==> config.mk <==
export PLATFORM = sky130hd
export DESIGN_NAME = sync_debounce_bank
export DESIGN_NICKNAME = d
export VERILOG_FILES = /design/src/rtl/sync_debounce_bank.sv
export SDC_FILE = /design/constraint.sdc
export NUM_CORES = 1
export LEC_CHECK = 0
export ABC_AREA = 1
export CAP_MARGIN = 20
export CORE_MARGIN = 8
export CORE_UTILIZATION = 60
export DETAILED_ROUTE_END_ITERATION = 10
export DONT_BUFFER_PORTS = 1
export HOLD_SLACK_MARGIN = 0.1
export PLACE_DENSITY = 0.76
export SLEW_MARGIN = 0
export SYNTH_ARGS = -nofsm -noshare
export SYNTH_HDL_FRONTEND = slang
export SYNTH_SLANG_ARGS = --single-unit
==> constraint.sdc <==
create_clock -name Clk -period 1.35 [get_ports Clk]
set_input_delay 0.0675 -clock Clk [delete_from_list [all_inputs] [get_ports Clk]]
set_output_delay 0.0675 -clock Clk [all_outputs]
set_load 0.05 [all_outputs]
==> src/rtl/sync_debounce_bank.sv <==
// sync_debounce_bank: multi-channel conditioner for asynchronous board inputs.
// Each channel has an N-stage synchronizer, a stability-count debouncer and
// registered one-cycle rise/fall pulses on the debounced level.
// Optional latched press flags are enabled by defining SYNC_DEBOUNCE_STICKY_EN.
module sync_debounce_bank #(
    parameter int            CH        = 4,
    parameter int            STAGES    = 2,
    parameter int            DB_CYCLES = 16,
    parameter logic [CH-1:0] RST_VAL   = {CH{1'b0}}
) (
    input  logic          Clk,
    input  logic          Reset,
    input  logic [CH-1:0] d,
    output logic [CH-1:0] q,
    output logic [CH-1:0] rise,
    output logic [CH-1:0] fall
`ifdef SYNC_DEBOUNCE_STICKY_EN
    ,
    output logic [CH-1:0] sticky,
    input  logic [CH-1:0] sticky_clr
`endif
);

    localparam int               CNT_W    = $clog2(DB_CYCLES + 1);
    localparam logic [CNT_W-1:0] CNT_LAST = CNT_W'(DB_CYCLES - 1);

    logic [CH-1:0]    sync_p [STAGES];
    logic [CH-1:0]    sync_s;
    logic [CNT_W-1:0] cnt    [CH];
    logic [CH-1:0]    accept;

    assign sync_s = sync_p[STAGES-1];

    // Synchronizer shift chain: raw input enters stage 0, last stage feeds the debouncer.
    always_ff @(posedge Clk or posedge Reset) begin
        if (Reset) begin
            for (int j = 0; j < STAGES; j++) begin
                sync_p[j] <= RST_VAL;
            end
        end else begin
            sync_p[0] <= d;
            for (int j = 1; j < STAGES; j++) begin
                sync_p[j] <= sync_p[j-1];
            end
        end
    end

    // A channel flips when the synced value has differed for the full count window.
    always_comb begin
        accept = '0;
        for (int i = 0; i < CH; i++) begin
            accept[i] = (sync_s[i] != q[i]) && (cnt[i] == CNT_LAST);
        end
    end

    // Per-channel stability counter; any match with q restarts the window from zero.
    always_ff @(posedge Clk or posedge Reset) begin
        if (Reset) begin
            q <= RST_VAL;
            for (int i = 0; i < CH; i++) begin
                cnt[i] <= '0;
            end
        end else begin
            for (int i = 0; i < CH; i++) begin
                if (sync_s[i] == q[i]) begin
                    cnt[i] <= '0;
                end else if (accept[i]) begin
                    q[i]   <= sync_s[i];
                    cnt[i] <= '0;
                end else begin
                    cnt[i] <= cnt[i] + CNT_W'(1);
                end
            end
        end
    end

    // Edge pulses are registered alongside the q update so they line up with the new level.
    always_ff @(posedge Clk or posedge Reset) begin
        if (Reset) begin
            rise <= '0;
            fall <= '0;
        end else begin
            rise <= accept & sync_s;
            fall <= accept & ~sync_s;
        end
    end

`ifdef SYNC_DEBOUNCE_STICKY_EN
    // Press flags latch on a rise pulse; a clear on the same edge loses to the set.
    always_ff @(posedge Clk or posedge Reset) begin
        if (Reset) begin
            sticky <= '0;
        end else begin
            sticky <= (sticky & ~sticky_clr) | rise;
        end
    end
`endif

endmodule

==> After elaboration in Yosys (flattened, before gate mapping) <==
Cells that the tools add are included.
{ "classes": {"add_sub_neg": 4, "n_eq_ne": 12, "mux": 8, "bitwise": 7, "reduce_logical": 8} }
{ "op_table": {"columns": ["op", "n"], "rows": [
  ["two-way mux 5 bit", 8],
  ["adder 5 x 1 -> 5 bit, second input constant", 4],
  ["== test 5 x 4 -> 1 bit, second input constant", 4],
  ["AND 4 bit", 2],
  ["AND reduction 2 bit", 4],
  ["== test 1 bit", 4],
  ["logical AND 1 bit", 4],
  ["!= test 1 bit", 4],
  ["inverter 1 bit", 4],
  ["inverter 4 bit", 1]
]} }
{ "word_totals": {"reg_bits": 40, "input_bits": 6, "output_inout_bits": 12, "word_cells": 51} }

==> Logic depth before layout (Yosys ltp) <==
{ "depth": {"depth_word": 4, "mapped_depth": 6} }

==> Least setup slack after synthesis <==
OpenSTA, ideal clock, no wires.
{ "synth_timing": {"path_type": "flip-flop to flip-flop", "start": "register q[1]", "end": "register cnt[13] (netlist name)", "setup_ns": 0.120, "arrival_ns": 1.094, "required_time_ns": 1.230, "setup_slack_ns": 0.136, "path_stages_with_launch": 6, "path_buffers": 0, "path_cell_list": "dfrtp_1 > inv_1 > nand2_1 > nand2_1 > o21ai_0 > nor2_1"} }
{ "synth_via": {"elab_chain_cells": 4, "elab_cells_between_ends": 5, "classes_between": "eq/ne: 2; mux: 2; reduce/logical: 1"} }
{ "synth_rtl": {"columns": ["element", "line_no", "rtl"], "rows": [
  ["start: declaration", "14", "output logic [CH-1:0] q,"],
  ["start signal: indexed assignment", "68", "q[i] <= sync_s[i];"],
  ["!= test 1 bit", "52", "accept[i] = (sync_s[i] != q[i]) && (cnt[i] == CNT_LAST);"],
  ["logical AND 1 bit", "52", null],
  ["two-way mux 5 bit", "67", "end else if (accept[i]) begin"],
  ["two-way mux 5 bit *", "65", "if (sync_s[i] == q[i]) begin"],
  ["end signal: indexed assignment", "71", "cnt[i] <= cnt[i] + CNT_W'(1);"],
  ["end: declaration", "29", "logic [CNT_W-1:0] cnt [CH];"]
]} }
Every way passes the cells marked *; elsewhere a longest branch is shown, timed or not.
A chain may end at the register's enable or synchronous reset.

==> Worst setup path in the final report <==
{ "layout_timing": {"start": "register cnt[5] (netlist name)", "end": "register q[2]"} }
{ "layout_via": {"elab_chain_cells": 3} }
{ "layout_rtl": {"columns": ["element", "line_no"], "rows": [
  ["== test 5 x 4 -> 1 bit", "52"],
  ["logical AND 1 bit", "52"],
  ["AND reduction 2 bit (no line)", null]
]} }
Every way passes these cells.

==> impl_metrics.json <==
{
  "finalSetupViolations": 0,
  "drc_errors": 0,
  "drtIter0Drc": 100,
  "period_needed_ns": 1.25,
  "cap_viol_max_count": 0,
  "dr_total_vias": 1187,
  "crit_path_cell_trace": "ha_1 -> nand3_1 -> nor2_1 -> nand2_1 -> nand2_1 -> nand2_1",
  "route.detailed.wl_per_inst_um": 12.0,
  "synth.area.top_cells": "dfrtp_1 61%, nand2_1 12%, inv_1 6.7%, nor2_1 5.7%, nand3_1 5.2%",
  "asyncSetResetFlopFracSynth_pct": 100,
  "postSynthNetCount": 191,
  "crit_top_cell": "nand2_1",
  "detailed_place.area_um2": 1720,
  "ys.warnings.count": 0,
  "cts_made_buffers": 5,
  "synth_largest_type_area_fraction_pct": 61.3,
  "cts.root.buffer_cell": "clkbuf_4",
  "track_usage_pct": 14.1,
  "post_cts_resized": 0,
  "synthesis.instances": 181,
  "worstSetupStartpoint": "cnt[5]",
  "cp_max_fo": 4,
  "cts_buffer_depth": 2,
  "relSlewSlack_pct": 70.0,
  "antennaDiodeCount": 0,
  "clkTransAtPathRegs_ns": 0.11,
  "grt_overflow": 0,
  "slew_viols_final": 0,
  "routabilityCongestion": 0.875,
  "skew_ns": 0.00621,
  "worstSkewPairLatency_ns": 0.34,
  "core_area_um2": 2660,
  "drt.antenna.violating_nets": 0,
  "ys_seq_area_share_pct": 61.3,
  "setup_total_negative_slack_ns": 0,
  "initial_utilization_pct": 61.4,
  "stdcell_area_um2": 1830,
  "worst-r2r-setup-slack_ns": 0.10,
  "crit-reg2reg-launch": "cnt[5]",
  "timing.final.hold_violations": 0,
  "post_cts.repair.setup_buffers": 0,
  "die-height_um": 68.2,
  "pwr_density_cell_nw_per_um2": 1100,
  "cpMaxStageDelayCell": "dfrtp_1",
  "wire_length_of_the_first_global_routing_pass_mm": 4.89,
  "synth.most_common_cell": "nand2_1",
  "static-leakage-power_nw": 1.02,
  "synth_edf_count": 0,
  "post-layout-total-power_w": 0.00201,
  "cts_tree": "built",
  "yosys_most_used_dff": "dfrtp_1",
  "worst_path_largest_cell_delay_ns": 0.42,
  "cp_top_family": "simple AND/OR/NAND/NOR gates",
  "cp_endpoint_kind": "register",
  "tritoncts_num_sinks": 40,
  "cts-htree-levels": 2,
  "worst_path_required_ns": 1.59,
  "post_synth_instance_area_um2": 1630,
  "first_global_vias": 1188,
  "worstPathBufferInverterCount": 0,
  "floorplan.rows": 19,
  "fillers": 204,
  "grt_antenna_before_repair": 0,
  "tightestPinTransition_ns": 0.451,
  "io_pins": 18,
  "critPathLaunchType": "register",
  "design.final.nets": 209,
  "floorplan.die_area_um2": 4650,
  "layout_cell_share_with_drive_strength_beyond_1_pct": 8.00,
  "clock.fmax_ghz": 0.803,
  "outcome": "finished clean",
  "grt_start_max_net_pins": 28,
  "route.detailed.vias_per_inst": 5.14,
  "unrepaired_setup_endpoints_after_global_routing": "no",
  "synth.largest_area_cell": "dfrtp_1",
  "peakVddDrop_mv": 1.26,
  "finish.utilization_pct": 68.6,
  "yosysUniqueCellTypes": 12,
  "syn_avg_cell_area_um2": 9.03,
  "postCtsHoldBufs": 5,
  "data_arrival_time_of_the_critical_path_ns": 1.48,
  "synthToLayoutAreaGrowth_pct": 11.8,
  "min-delay-path-class": "in2async",
  "place.port_buffers": 0,
  "hpwl_after_detailed_placement_mm": 2.02,
  "final_min_period_over_clock_period_pct": 92.3,
  "drt_first_pass_iters": 4,
  "synth_top_cells_by_count": "52 x nand2_1, 40 x dfrtp_1, 29 x inv_1",
  "drt-total-wl_mm": 2.77,
  "die_width_um": 68.2,
  "worstSetupPathType": "reg2reg",
  "synth-seq-cells": 40
}
==> cell families (layout without fill, tap and decap cells) <==
logic type               Yosys count  in the layout  share of synthesized area (%)
AND/OR/NAND/NOR                  105            105                           27.9
buffers and inverters             29             48                           6.66
AO/OA/AOI/OAI                      2              2                          0.613
adder cells (fa/ha/maj)            4              4                           3.06
flip-flops                        40             40                           61.3
XOR/XNOR                           1              1                          0.536
==> registers in the layout, indices dropped and copies added, names as in the netlist <==
signal / flops
cnt: 20
sync_s: 4
fall: 4
sync_p: 4
q: 4
rise: 4
==> per-layer routing <==
metal / track usage, % / up-vias / share of wire [%]
met3: 5.40 / 8 / 6.0
li1: - / 592 / -
met5: 0 / - / 0
met4: 7.93 / 0 / 2.7
met1: 14.4 / 559 / 42
met2: 24.3 / 28 / 50
==> worst register-to-register path: cells and delay by family, from the launching register on <==
family / cells / cell delay (ns)
and+or+nand+nor: 5 / 0.49
DFF: 1 / 0.42
adders and majority gates: 1 / 0.23
==> through the flow <==
stage	instances	setup slack, ns	hold slack (ns)
after CTS	231	0.138	0.172
after floorplan	181	0.136	0.0989
after global routing	231	0.0145	0.196
after global placement	218	0.223	-0.0218
after detailed placement	218	0.155	-0.00575
final	231	0.105	0.178
==> layout make-up <==
| class | count | area (µm²) | area share, % |
|---|---|---|---|
| Sequential cell | 40 | 1000 | 54.8 |
| Multi-Input combinational cell | 112 | 524 | 28.7 |
| Inverter | 29 | 109 | 5.96 |
| Timing Repair Buffer | 11 | 95.1 | 5.21 |
| Clock buffer | 8 | 58.8 | 3.22 |
| Tap cell | 31 | 38.8 | 2.12 |
==> cell usage in the layout, fill, tap and decap left out <==
cell / synthesis / routed
nand2_1: 52 / 52
dfrtp_1: 40 / 40
inv_1: 29 / 29
nor2_1: 25 / 25
nand3_1: 17 / 17
buf_4: 0 / 6
clkbuf_4: 0 / 5
dlygate4sd3_1: 0 / 5
nand4_1: 4 / 4
ha_1: 4 / 4
nand3_2: 3 / 3
nor3_1: 3 / 3
o21ai_0: 2 / 2
clkbuf_1: 0 / 2
nor2_4: 1 / 1
xnor2_1: 1 / 1
clkbuf_8: 0 / 1
==> final timing paths <==
path / to / cells past startpoint
max: q[2] / 6
min: sync_s[1] / 3
max reg2reg: q[2] / 6
min reg2reg: sync_s[2] / 0
max in group asynchronous: cnt[15] / 3
min in group Clk: sync_p[5] / 1
==> report_power, final <==
part	switching (W)	total (W)	internal, W
Combinational	0.0000740	0.000121	0.0000468
Sequential	0.0000396	0.00128	0.00124
Clock	0.000359	0.000616	0.000257
No activity file was read; power rests on OpenSTA's default activity.
